$ cat config.mk
export PLATFORM = sky130hd
export DESIGN_NAME = uart_debug_mon
export DESIGN_NICKNAME = d
export VERILOG_FILES = /design/src/rtl/uart_debug_mon.sv
export SDC_FILE = /design/constraint.sdc
export NUM_CORES = 1
export LEC_CHECK = 0
export BUFFER_PORTS_ARGS = -buffer_cell sky130_fd_sc_hd__buf_2
export CAP_MARGIN = 20
export CORE_MARGIN = 4
export CORE_UTILIZATION = 59
export DETAILED_ROUTE_END_ITERATION = 8
export GPL_TIMING_DRIVEN = 0
export PLACE_DENSITY = 0.83
export SKIP_LAST_GASP = 1
export SYNTH_ARGS = -nofsm -noshare
export SYNTH_HDL_FRONTEND = slang
export SYNTH_SLANG_ARGS = --single-unit
$ cat constraint.sdc
create_clock -name wb_clk_i -period 6.8 [get_ports wb_clk_i]
set_input_delay 1.7 -clock wb_clk_i [delete_from_list [all_inputs] [get_ports wb_clk_i]]
set_output_delay 1.7 -clock wb_clk_i [all_outputs]
set_load 0.05 [all_outputs]
$ cat src/rtl/uart_debug_mon.sv
// Debug monitor for the UART core: live/snapshot status words, saturating frame
// counters and a timestamped trace FIFO of LSR changes, read over a 32-bit port.
module uart_debug_mon #(
    parameter int UART_ADDR_W = 5,
    parameter int FIFO_CNT_W  = 5,
    parameter int CNT_W       = 16,
    parameter int TRACE_AW    = 3,
    parameter int IRQ_THRESH  = 4
) (
    input  logic                   wb_clk_i,
    input  logic                   wb_rst_i,
    input  logic [UART_ADDR_W-1:0] wb_adr_i,
    input  logic                   wb_re_i,
    input  logic                   wb_we_i,
    input  logic [31:0]            wb_dat_i,
    output logic [31:0]            wb_dat32_o,
    input  logic [3:0]             ier,
    input  logic [3:0]             iir,
    input  logic [1:0]             fcr,
    input  logic [4:0]             mcr,
    input  logic [7:0]             lcr,
    input  logic [7:0]             msr,
    input  logic [7:0]             lsr,
    input  logic [FIFO_CNT_W-1:0]  rf_count,
    input  logic [FIFO_CNT_W-1:0]  tf_count,
    input  logic [2:0]             tstate,
    input  logic [3:0]             rstate,
    input  logic                   tx_done_i,
    input  logic                   rx_done_i,
    output logic                   trace_irq_o
);
    localparam int DEPTH = 1 << TRACE_AW;
    localparam int ENT_W = CNT_W + 8;

    localparam logic [UART_ADDR_W-1:0] A_CTRL  = UART_ADDR_W'(8'h00);
    localparam logic [UART_ADDR_W-1:0] A_POP   = UART_ADDR_W'(8'h04);
    localparam logic [UART_ADDR_W-1:0] A_LIVEA = UART_ADDR_W'(8'h08);
    localparam logic [UART_ADDR_W-1:0] A_LIVEB = UART_ADDR_W'(8'h0C);
    localparam logic [UART_ADDR_W-1:0] A_SNAPA = UART_ADDR_W'(8'h10);
    localparam logic [UART_ADDR_W-1:0] A_SNAPB = UART_ADDR_W'(8'h14);
    localparam logic [UART_ADDR_W-1:0] A_TXCNT = UART_ADDR_W'(8'h18);
    localparam logic [UART_ADDR_W-1:0] A_RXCNT = UART_ADDR_W'(8'h1C);

    logic [31:0]         word_a, word_b, status_word, rd_word;
    logic [31:0]         rd_data_reg, snap_a_reg, snap_b_reg;
    logic                ten_reg, frz_reg, ovf_reg, ovf_next, irq_reg;
    logic [CNT_W-1:0]    ts_reg;
    logic [7:0]          lsr_q_reg;
    logic [ENT_W-1:0]    trace_mem [DEPTH];
    logic [TRACE_AW-1:0] wr_ptr_reg, rd_ptr_reg;
    logic [TRACE_AW:0]   trace_cnt_reg, trace_cnt_next;
    logic [31:0]         cnt_word [2];
    logic [1:0]          done;
    logic                ctrl_wr, snap, clr, full, empty, pop, push_req, push;
    logic                unused_dat;

    assign unused_dat = ^wb_dat_i[31:4];

    assign word_a = {msr, lcr, iir, ier, lsr};
    assign word_b = 32'({fcr, mcr, rf_count, rstate, tf_count, tstate});

    assign ctrl_wr  = wb_we_i && (wb_adr_i == A_CTRL);
    assign snap     = ctrl_wr && wb_dat_i[0];
    assign clr      = ctrl_wr && wb_dat_i[1];

    assign full     = (trace_cnt_reg == (TRACE_AW+1)'(DEPTH));
    assign empty    = (trace_cnt_reg == '0);
    assign pop      = wb_re_i && (wb_adr_i == A_POP) && !empty;
    assign push_req = ten_reg && (lsr != lsr_q_reg);
    // A pop in the same cycle frees the slot, so a push into a full FIFO still lands.
    assign push     = push_req && (!full || pop);

    always_comb begin
        ovf_next = ovf_reg;
        if (push_req && full && !pop)
            ovf_next = 1'b1;
        else if (wb_re_i && (wb_adr_i == A_CTRL))
            ovf_next = 1'b0;
    end

    always_comb begin
        trace_cnt_next = trace_cnt_reg;
        case ({push, pop})
            2'b10:   trace_cnt_next = trace_cnt_reg + 1'b1;
            2'b01:   trace_cnt_next = trace_cnt_reg - 1'b1;
            default: trace_cnt_next = trace_cnt_reg;
        endcase
    end

    always_comb begin
        status_word = '0;
        status_word[24 +: TRACE_AW+1] = trace_cnt_reg;
        status_word[3] = ovf_reg;
        status_word[2] = frz_reg;
        status_word[1] = ten_reg;
    end

    always_comb begin
        rd_word = '0;
        case (wb_adr_i)
            A_CTRL:  rd_word = status_word;
            A_POP:   rd_word = empty ? 32'd0 : 32'(trace_mem[rd_ptr_reg]);
            A_LIVEA: rd_word = word_a;
            A_LIVEB: rd_word = word_b;
            A_SNAPA: rd_word = snap_a_reg;
            A_SNAPB: rd_word = snap_b_reg;
            A_TXCNT: rd_word = cnt_word[0];
            A_RXCNT: rd_word = cnt_word[1];
            default: rd_word = '0;
        endcase
    end

    always_ff @(posedge wb_clk_i) begin
        if (push)
            trace_mem[wr_ptr_reg] <= {ts_reg, lsr};
    end

    always_ff @(posedge wb_clk_i) begin
        if (wb_rst_i) begin
            rd_data_reg   <= '0;
            snap_a_reg    <= '0;
            snap_b_reg    <= '0;
            ten_reg       <= 1'b0;
            frz_reg       <= 1'b0;
            ovf_reg       <= 1'b0;
            irq_reg       <= 1'b0;
            ts_reg        <= '0;
            lsr_q_reg     <= '0;
            wr_ptr_reg    <= '0;
            rd_ptr_reg    <= '0;
            trace_cnt_reg <= '0;
        end else begin
            if (wb_re_i)
                rd_data_reg <= rd_word;
            if (snap) begin
                snap_a_reg <= word_a;
                snap_b_reg <= word_b;
            end
            if (ctrl_wr) begin
                ten_reg <= wb_dat_i[2];
                frz_reg <= wb_dat_i[3];
            end
            ovf_reg       <= ovf_next;
            irq_reg       <= (trace_cnt_reg >= (TRACE_AW+1)'(IRQ_THRESH));
            ts_reg        <= ts_reg + 1'b1;
            lsr_q_reg     <= lsr;
            trace_cnt_reg <= trace_cnt_next;
            if (push)
                wr_ptr_reg <= wr_ptr_reg + 1'b1;
            if (pop)
                rd_ptr_reg <= rd_ptr_reg + 1'b1;
        end
    end

    // Frame counters: clear beats freeze, freeze beats increment, saturate at all-ones.
    assign done = {rx_done_i, tx_done_i};
    for (genvar gi = 0; gi < 2; gi++) begin : g_frame_cnt
        logic [CNT_W-1:0] cnt_reg;
        always_ff @(posedge wb_clk_i) begin
            if (wb_rst_i || clr)
                cnt_reg <= '0;
            else if (!frz_reg && done[gi] && (cnt_reg != '1))
                cnt_reg <= cnt_reg + 1'b1;
        end
        assign cnt_word[gi] = 32'(cnt_reg);
    end

    assign wb_dat32_o  = rd_data_reg;
    assign trace_irq_o = irq_reg;
endmodule
## Word level (Yosys, flattened, before mapping)

Memory sizes are Yosys's and may differ from the RTL's. A register that Yosys moved wholly into a read port is not among the register bits.
Index checks and enable logic that the tools add are counted.

| cells by class | value |
|---|---|
| add/sub/neg operators | 7 |
| magnitude comparators | 1 |
| eq/ne operators | 13 |
| reductions and logical operators | 24 |
| mux-type cells | 9 |

Operators with widths:

| operator | count |
|---|---|
| $pmux W32 S8 | 1 |
| $add A16 B1 Y16 const B | 3 |
| $ne A16 B16 Y1 const B | 2 |
| $mux W24 | 1 |
| $eq A5 B5 Y1 const B | 4 |
| $logic_and A1 B1 Y1 | 14 |
| $eq A5 B4 Y1 const B | 2 |
| $ne A8 B8 Y1 | 1 |
| $pmux W4 S2 | 1 |
| $add A3 B1 Y3 const B | 2 |
| $mux W3 | 2 |
| $eq A5 B3 Y1 const B | 1 |
| $logic_not A5 Y1 | 1 |
| $add A4 B1 Y4 const B | 1 |
| $eq A4 B4 Y1 const B | 1 |
| $ge A4 B3 Y1 const B | 1 |
| $logic_not A1 Y1 | 4 |
| $logic_not A4 Y1 | 1 |
| $mux W1 | 4 |
| $reduce_bool A2 Y1 | 2 |
| $sub A4 B1 Y4 const B | 1 |
| $eq A2 B1 Y1 const B | 1 |
| $eq A2 B2 Y1 const B | 1 |
| $logic_or A1 B1 Y1 | 2 |

| storage, ports and cells | value |
|---|---|
| bits in registers | 158 |
| memories | 1 |
| output and inout bits | 33 |
| word-level logic and storage cells | 69 |
| input port bits | 99 |
| memory bits (writable) | 192 |

Memory list:

| memory | depth | bits a word | read ports | clocked after memory_dff | wr ports | line | RTL |
|---|---|---|---|---|---|---|---|
| trace_mem | 8 | 24 | 1 | 1 | 1 | 49 | `logic [ENT_W-1:0] trace_mem [DEPTH];` |

## Logic depth before layout (Yosys ltp)

Gate-level depths: netlist of the first run.

| logic depth | value |
|---|---|
| word-level depth | 7 |
| gate-level depth with buffers | 11 |
| mapped depth without buffers | 11 |

## Worst setup path after synthesis of the first run

OpenSTA, ideal clock, no wires.

| timing path | value |
|---|---|
| kind | input-to-reg |
| from | input wb_adr_i[3] |
| to | memory trace_mem[2][0] (netlist bit) (enable) |
| library setup time | 0.475 ns |
| arrival time | 5.161 ns |
| data required time | 6.325 ns |
| buffers on the path | 1 |
| slack | 1.165 ns |
| cell stages on the path | 5 |
| cell sequence | buf_2 -> nor3_2 -> a31o_2 -> o211ai_4 -> nor4b_1 |

| on the way | value |
|---|---|
| cells in the longest elaborated chain, start to end | 7 |

RTL lines:

| item | line | RTL |
|---|---|---|
| start, declared | 12 | `input logic [UART_ADDR_W-1:0] wb_adr_i,` |
| $eq A5 B3 Y1 | 68 | `assign pop = wb_re_i && (wb_adr_i == A_POP) && !empty;` |
| $logic_and A1 B1 Y1 (2 in a row) | 68 |  |
| $logic_or A1 B1 Y1 | 71 | `assign push = push_req && (!full \|\| pop);` |
| $logic_and A1 B1 Y1 | 71 |  |
| $mux W1 | 114 | `if (push)` |
| $mux W1 (implied by the code) | 115 | `trace_mem[wr_ptr_reg] <= {ts_reg, lsr};` |
| end, declared | 49 |  |

No other way between the ends.

## Final worst setup path of the first run

| timing path | value |
|---|---|
| from | input wb_adr_i[4] |
| to | memory trace_mem[2][21] (netlist bit) (enable) |

Same word-level chain as after synthesis.

==> impl_results.md, run 1 <==
- Leading cell types by total area after synthesis: sky130_fd_sc_hd__edfxtp_1, sky130_fd_sc_hd__dfxtp_1, sky130_fd_sc_hd__mux4_2
- Sequential area share after synthesis: 0.611
- Critical Path AT: 4380 ps
- Total inserted antenna cells: 0
- Storage cell area: around 9000 um2
- Number of DRC violations after detailed-routing iteration 0: 1325
- Count of warnings emitted by yosys: 0
- Total area of multi-input combinational cells: 5430 um2
- Gates resized, CTS repair: 0
- Number of max-slew violations in the final report: 0
- Number of post-CTS setup repair buffers: 0
- Max IR drop VDD: 0.237 mV
- Routed via count: 10608
- Transition at the pin with the smallest max-transition slack: between 1000 and 1500 ps
- Hold worst-path end: wb_dat32_o[6]$_SDFFE_PP0P_
- Post-layout power: 4440 uW
- I/O Pins: 132
- Cell taking the most area after synthesis: sky130_fd_sc_hd__edfxtp_1
- Area growth from synthesis to layout: 16.1%
- Nature of the critical path endpoint: flop
- Rows: 57
- Dominant synthesized flop cell: sky130_fd_sc_hd__edfxtp_1
- Largest stage delay, worst path: about 960 ps
- Source of the worst hold timing path: wb_dat32_o[6]$_SDFFE_PP0P_
- Leading cell type in the layout, fill and taps excluded: sky130_fd_sc_hd__edfxtp_1
- Slew HR: 0.277
- Gr ovfl total: 0
- Crit Path Category: in -> reg
- Post-route ant nets: 0
- Net count of the mapped netlist: 1269
- Startpoint of the lowest-slack register-to-register path: trace_cnt_reg[3]$_SDFFE_PP0P_
- Later-pin clock latency in the skew report: 520 ps
- Maximum number of pins on one net before global-route repair: 25
- Setup violators final: 0
- Routability congestion estimate from global placement: 0.943
- CP Data Required Time: 7020 ps
- Floorplan die area: ~28000 um2
- Drt wl/cell: about 24 um
- Net switching fraction of the power: 0.207
- TritonCTS clock tree: built
- Total Routed Length: around 40000 um
- Register containing the most flip-flops in the final layout: trace_mem
- Share of the clock period used by the worst path after layout: 0.613
- FF+latch count, synth: approximately 350
- Pleak: about 0.0059 uW
- Share of the synthesized area in the top cell type: 0.392
- Total routing resource utilization after global routing: 0.283
- Number of hold buffers added after CTS: 0
- Count of flip-flops with a built-in enable after synthesis: 192
- Die Y: approximately 170 um
- Final critical delay including setup and external delays: 4170 ps
- P_int: 3520 uW
- Most frequent cells in the layout: sky130_fd_sc_hd__edfxtp_1, sky130_fd_sc_hd__nand2_1, sky130_fd_sc_hd__dfxtp_1, sky130_fd_sc_hd__buf_2, sky130_fd_sc_hd__nor2_1
- Mean post-synth cell area: 12.7 um2
- Power per cell area: 260 nW/um2
- Largest driver fanout on the critical path: 9
- Class of the most critical hold timing path: reg -> reg
- Number of placed instances, taps included: 1605
- DRC violations left: 0
- Largest register FFs: 192
- Number of I/O port buffers: between 100 and 150
- Critical-path cell with the highest stage delay: sky130_fd_sc_hd__nor4b_2
- Register share of total power: 0.509
- Final std cells w/o fill: roughly 1700
- Outcome: completed
- Horiz. Die Dim: 166 um
- Netlist Area Pre-Place: 14700 um2
- Max Clock Skew: 11.7 ps
- Number of sinks handled by clock tree synthesis: roughly 350
- Antenna violations before repair: 0
- Crit Reg-Reg Endpoint: trace_cnt_reg[3]$_SDFFE_PP0P_
- Buffer type at the clock tree root: sky130_fd_sc_hd__clkbuf_16
- Number of distinct library cells after synthesis: 73
- Type of origin of the critical path: primary input
- Max Fclk: 240 MHz
- Number of cells produced by synthesis: 1162
- Clock Path Buffers: 3
- First-pass DRT Iterations: 6
- Cts bufs inserted: 37
- CP cell instances: buf_2 > nor2b_1 > a31o_2 > o211ai_4 > nor4b_2 > buf_6 > buf_4
- CTS H-tree lvls: 2
- Comb power frac: 0.032
- CTS clk-pin slew, worst paths: 60 ps
- Effective utilization at floorplan: 0.603
- Post-detailed-placement half-perimeter wirelength: 27500 um
- Number of cells on the worst hold path: 2
- Fraction of layout instances using a drive strength above 1: 0.215
- Area of the core: 24400 um2
- Global-route wire length before repair: 61300 um
- Via count of the first global-routing pass: 10479
- NetSw: 918 uW
- RSZ-0062 raised after global routing: no
- Number of hold violations in the final report: 0
- Vias per cell: 6.34
- Share of power burned in the clock network: 0.459
- Register-to-register setup slack: 4080 ps
- Proportion of synthesized flip-flops having asynchronous set or reset: 0
- Max-capacitance violation count: 0
- R2R cell count: 10
- Filler cells: approximately 1600
- Final net count: 1427
[metal layers]
metal | part of all wire | vias up | GRT usage
met5 | 0 | - | 0
li1 | - | 4673 | -
met3 | 0.086 | 137 | 0.0498
met1 | 0.38 | 5198 | 0.364
met2 | 0.49 | 600 | 0.480
met4 | 0.044 | 0 | 0.117
[worst max-delay path, delay by kind of cell]
| kind | cells | cell delay [ps] |
|---|---|---|
| simple gates | 2 | 1530 |
| buf+inv | 3 | 590 |
| compound gates | 2 | 540 |
[Yosys cell counts (8+ instances only)]
cell type and number:
sky130_fd_sc_hd__edfxtp_1 192, sky130_fd_sc_hd__nand2_1 174, sky130_fd_sc_hd__dfxtp_1 161, sky130_fd_sc_hd__nor2_1 82, sky130_fd_sc_hd__a21oi_1 71, sky130_fd_sc_hd__mux4_2 50
sky130_fd_sc_hd__mux2i_1 45, sky130_fd_sc_hd__xnor2_1 32, sky130_fd_sc_hd__clkbuf_1 31, sky130_fd_sc_hd__a22o_1 29, sky130_fd_sc_hd__buf_2 27, sky130_fd_sc_hd__nand3_1 23
sky130_fd_sc_hd__a22oi_1 17, sky130_fd_sc_hd__nor2b_1 17, sky130_fd_sc_hd__nand4_1 13, sky130_fd_sc_hd__xor2_1 12, sky130_fd_sc_hd__nor3_1 10, sky130_fd_sc_hd__o21ai_1 10
sky130_fd_sc_hd__o2111ai_1 9, sky130_fd_sc_hd__o211ai_1 9, sky130_fd_sc_hd__and3_1 8, sky130_fd_sc_hd__inv_1 8, sky130_fd_sc_hd__o21ai_0 8, sky130_fd_sc_hd__o2bb2ai_1 8
[power by group through the flow]
stage / clock [uW] / sequential (uW) / combinational (uW)
global route: 2150 / 2260 / 151
floorplan: 0 / 2310 / 63.1
finish: 2040 / 2260 / 144
global placement: 0 / 2300 / 136
detailed placement: 0 / 2300 / 139
CTS: 2050 / 2260 / 140
[metrics by stage]
step	cell area (um2)	hold slack (ps)	TNS, ps	utilization	setup WS [ps]
after floorplan	14700	433	0	-	1160
after global placement	15600	435	-86300	0.641	-1260
after detailed placement	15800	442	0	0.650	2180
after CTS	17100	452	0	0.700	2710
after global routing	17100	456	0	0.700	2560
final	17100	451	0	0.700	2630
[cell families after synthesis]
group	synth area share
buf+inv	0.0232
mux	0.116
flops	0.611
compound gates	0.0958
simple gates	0.121
xor+xnor	0.0262
fa+ha+maj	0.00731
[worst max-delay path by stage]
stage	start	slack, ps	end
5_1_grt	wb_adr_i[2]	2560	trace_mem[2][22]$_DFFE_PP_
3_5_place_dp	wb_adr_i[4]	2180	trace_mem[6][18]$_DFFE_PP_
4_1_cts	wb_adr_i[4]	2710	trace_mem[2][21]$_DFFE_PP_
6_report	wb_adr_i[4]	2630	trace_mem[2][21]$_DFFE_PP_
2_1_floorplan	wb_adr_i[3]	1160	trace_mem[2][0]$_DFFE_PP_
3_3_place_gp	wb_adr_i[4]	-1260	trace_mem[1][17]$_DFFE_PP_
[final cells by class]
cell class                 instances  share of cell area
sequential                       353               0.526
multi-input combinational        734               0.318
clock buffer                      54              0.0639
timing repair buffer             119              0.0400
tap                              324              0.0237
buffer                            67              0.0182
clock inverter                    14             0.00842
inverter                           8             0.00176
(Power assumes the default switching activity.)
==> inputs of run 2 (changes only) <==
==> constraint.sdc (replaced) <==
create_clock -name wb_clk_i -period 4 [get_ports wb_clk_i]
set_input_delay 1 -clock wb_clk_i [delete_from_list [all_inputs] [get_ports wb_clk_i]]
set_output_delay 1 -clock wb_clk_i [all_outputs]
set_load 0.05 [all_outputs]
==> run 2 against run 1 <==
Effect of this change:
- core utilization about the same
- non-clock buffer count is 3 lower
- sequential cell count unchanged
- critical path depth increased by 5
- clock power grew 72%
- sequential share of layout area about the same
- highest routed layer unchanged
- combinational power is 70% higher
==> impl_results.md, run 2 (synthesis results as in run 1) <==
- Number of I/O port buffers: 102 (unchanged)
- I/O Pins: 132 (unchanged)
- RSZ-0062 raised after global routing: no
- Number of max-slew violations in the final report: 0 (unchanged)
- Fraction of layout instances using a drive strength above 1: 0.213 (-0.00218)
- Total Routed Length: 40700 um (+2.3%)
- Share of the clock period used by the worst path after layout: 0.811
- Crit Path Category: in -> reg
- Gates resized, CTS repair: 0 (unchanged)
- Number of hold buffers added after CTS: 0 (unchanged)
- Storage cell area: 8990 um2 (unchanged)
- Total area of multi-input combinational cells: 5450 um2 (+0.48%)
- Routed via count: 10791 (+1.7%)
- Post-route ant nets: 0 (unchanged)
- Nature of the critical path endpoint: flop
- Vias per cell: 6.47 (+2.0%)
- Buffer type at the clock tree root: sky130_fd_sc_hd__clkbuf_16
- Filler cells: 1645 (+2.5%)
- Total inserted antenna cells: 0 (unchanged)
- Max Fclk: 308 MHz
- Drt wl/cell: 24.4 um (+2.6%)
- Effective utilization at floorplan: 0.603 (unchanged)
- Register containing the most flip-flops in the final layout: trace_mem
- Leading cell type in the layout, fill and taps excluded: sky130_fd_sc_hd__edfxtp_1
- Setup TNS: 0 ps (unchanged)
- CP Data Required Time: 4410 ps (-2610 ps)
- Fin Hold WS: 455 ps (+3.93 ps)
- Post-detailed-placement half-perimeter wirelength: 27700 um (+0.61%)
- Final critical delay including setup and external delays: 3240 ps
- Critical Path AT: 3650 ps (-730 ps)
- Max-capacitance violation count: 0 (unchanged)
- Largest register FFs: 192 (unchanged)
- Outcome: completed
- Area growth from synthesis to layout: 16.2% (about the same)
- Horiz. Die Dim: 166 um (unchanged)
- Number of sinks handled by clock tree synthesis: 353 (unchanged)
- Clock Path Buffers: 3 (unchanged)
- Largest driver fanout on the critical path: 12 (+3)
- Rows: 57 (unchanged)
- Routability congestion estimate from global placement: 0.968 (+2.6%)
- Type of origin of the critical path: primary input
- Number of DRC violations after detailed-routing iteration 0: 1267 (-4.4%)
- Area of the core: 24400 um2 (unchanged)
- Final design utilization: 0.701 (about the same)
- Die Y: 166 um (unchanged)
- Total placed instance area: 15900 um2 (+0.17%)
- Max Clock Skew: 27.5 ps (+15.8 ps)
- Number of placed instances, taps included: 1602 (-0.19%)
- TritonCTS clock tree: built
- Floorplan die area: 27500 um2 (unchanged)
- Class of the most critical hold timing path: reg -> reg
- Power per cell area: 444 nW/um2 (+71%)
- Global-route wire length before repair: 63100 um (+2.9%)
- CTS H-tree lvls: 2 (unchanged)
- Finished Cell Area: 17100 um2 (about the same)
- Final net count: 1423 (-0.28%)
- DRC violations left: 0 (unchanged)
- Slew HR: 0.317 (+0.0398)
- Later-pin clock latency in the skew report: 530 ps (about the same)
- Max IR drop VDD: 0.295 mV (+25%)
- Final std cells w/o fill: 1668 (-0.30%)
- Antenna violations before repair: 0 (unchanged)
- Maximum number of pins on one net before global-route repair: 25 (unchanged)
- Pleak: 0.00584 uW (-0.43%)
- Transition at the pin with the smallest max-transition slack: 1020 ps (-56.8 ps)
- Total routing resource utilization after global routing: 0.292 (+0.00860)
- Via count of the first global-routing pass: 10810 (+3.2%)
- CTS clk-pin slew, worst paths: 60 ps (about the same)
- Most frequent cells in the layout: sky130_fd_sc_hd__edfxtp_1, sky130_fd_sc_hd__nand2_1, sky130_fd_sc_hd__dfxtp_1, sky130_fd_sc_hd__buf_2, sky130_fd_sc_hd__nor2_1
- Number of post-CTS setup repair buffers: 0 (unchanged)
- Number of hold violations in the final report: 0 (unchanged)
- Cts bufs inserted: 36 (-2.7%)
- First-pass DRT Iterations: 6 (unchanged)
- Gr ovfl total: 0 (unchanged)
- Setup violators final: 0 (unchanged)
-- run 2: cell types whose count changed in the layout (fill, tap and decap cells not counted), sizes merged --
| cell | before | now |
|---|---|---|
| buf | 155 | 152 |
| bufinv | 3 | 5 |
| clkbuf | 85 | 81 |
| clkinv | 8 | 6 |
| inv | 9 | 11 |
-- run 2: path summary, 6_finish.rpt --
kind,depth (start not counted),slack (ps),from,to
setup / recovery,12,760,lsr[3],trace_cnt_reg[3]$_SDFFE_PP0P_
hold / removal,2,460,snap_a_reg[27]$_SDFFE_PP0P_,snap_a_reg[27]$_SDFFE_PP0P_
setup reg to reg,11,1200,lsr_q_reg[3]$_SDFF_PP0_,trace_cnt_reg[3]$_SDFFE_PP0P_
hold reg to reg,2,460,snap_a_reg[27]$_SDFFE_PP0P_,snap_a_reg[27]$_SDFFE_PP0P_
-- run 2: final cells by class --
class,instances,area share
inverter,8,0.00176
clock inverter,16,0.0131
timing repair buffer,116,0.0400
multi-input combinational,734,0.319
buffer,67,0.0182
tap,324,0.0237
sequential,353,0.526
clock buffer,50,0.0582
-- run 2: critical path, stage by stage --
cell                        delay [ps]
sky130_fd_sc_hd__buf_2             190
sky130_fd_sc_hd__xnor2_1           250
sky130_fd_sc_hd__nand4_1           290
sky130_fd_sc_hd__o21ai_1           530
sky130_fd_sc_hd__nand2b_1          160
sky130_fd_sc_hd__inv_1             110
sky130_fd_sc_hd__ha_1              220
sky130_fd_sc_hd__a21o_1            170
sky130_fd_sc_hd__a21o_1            180
sky130_fd_sc_hd__nand2_1            80
sky130_fd_sc_hd__a2bb2oi_2         140
sky130_fd_sc_hd__mux2_1            330
-- run 2: per-layer routing --
metal,GRT usage,share of wire,up-vias
met5,0,0,-
met4,0.135,0.050,0
met3,0.0493,0.091,154
met2,0.488,0.49,705
met1,0.376,0.36,5269
li1,-,-,4663
-- run 2: metrics by stage --
| stage | worst slack [ps] | power (uW) |
|---|---|---|
| after floorplan | -217 | 4030 |
| final | 756 | 7580 |
| after detailed placement | 282 | 4150 |
| after global routing | 659 | 7780 |
| after global placement | -2040 | 4140 |
| after CTS | 817 | 7580 |
-- run 2: power by group --
| part | leakage, uW | switching, uW | internal [uW] |
|---|---|---|---|
| Sequential | 0.00306 | 22.8 | 3820 |
| Clock | 0.000589 | 1420 | 2080 |
| Combinational | 0.00219 | 168 | 77.2 |
| Total | 0.00584 | 1610 | 5970 |
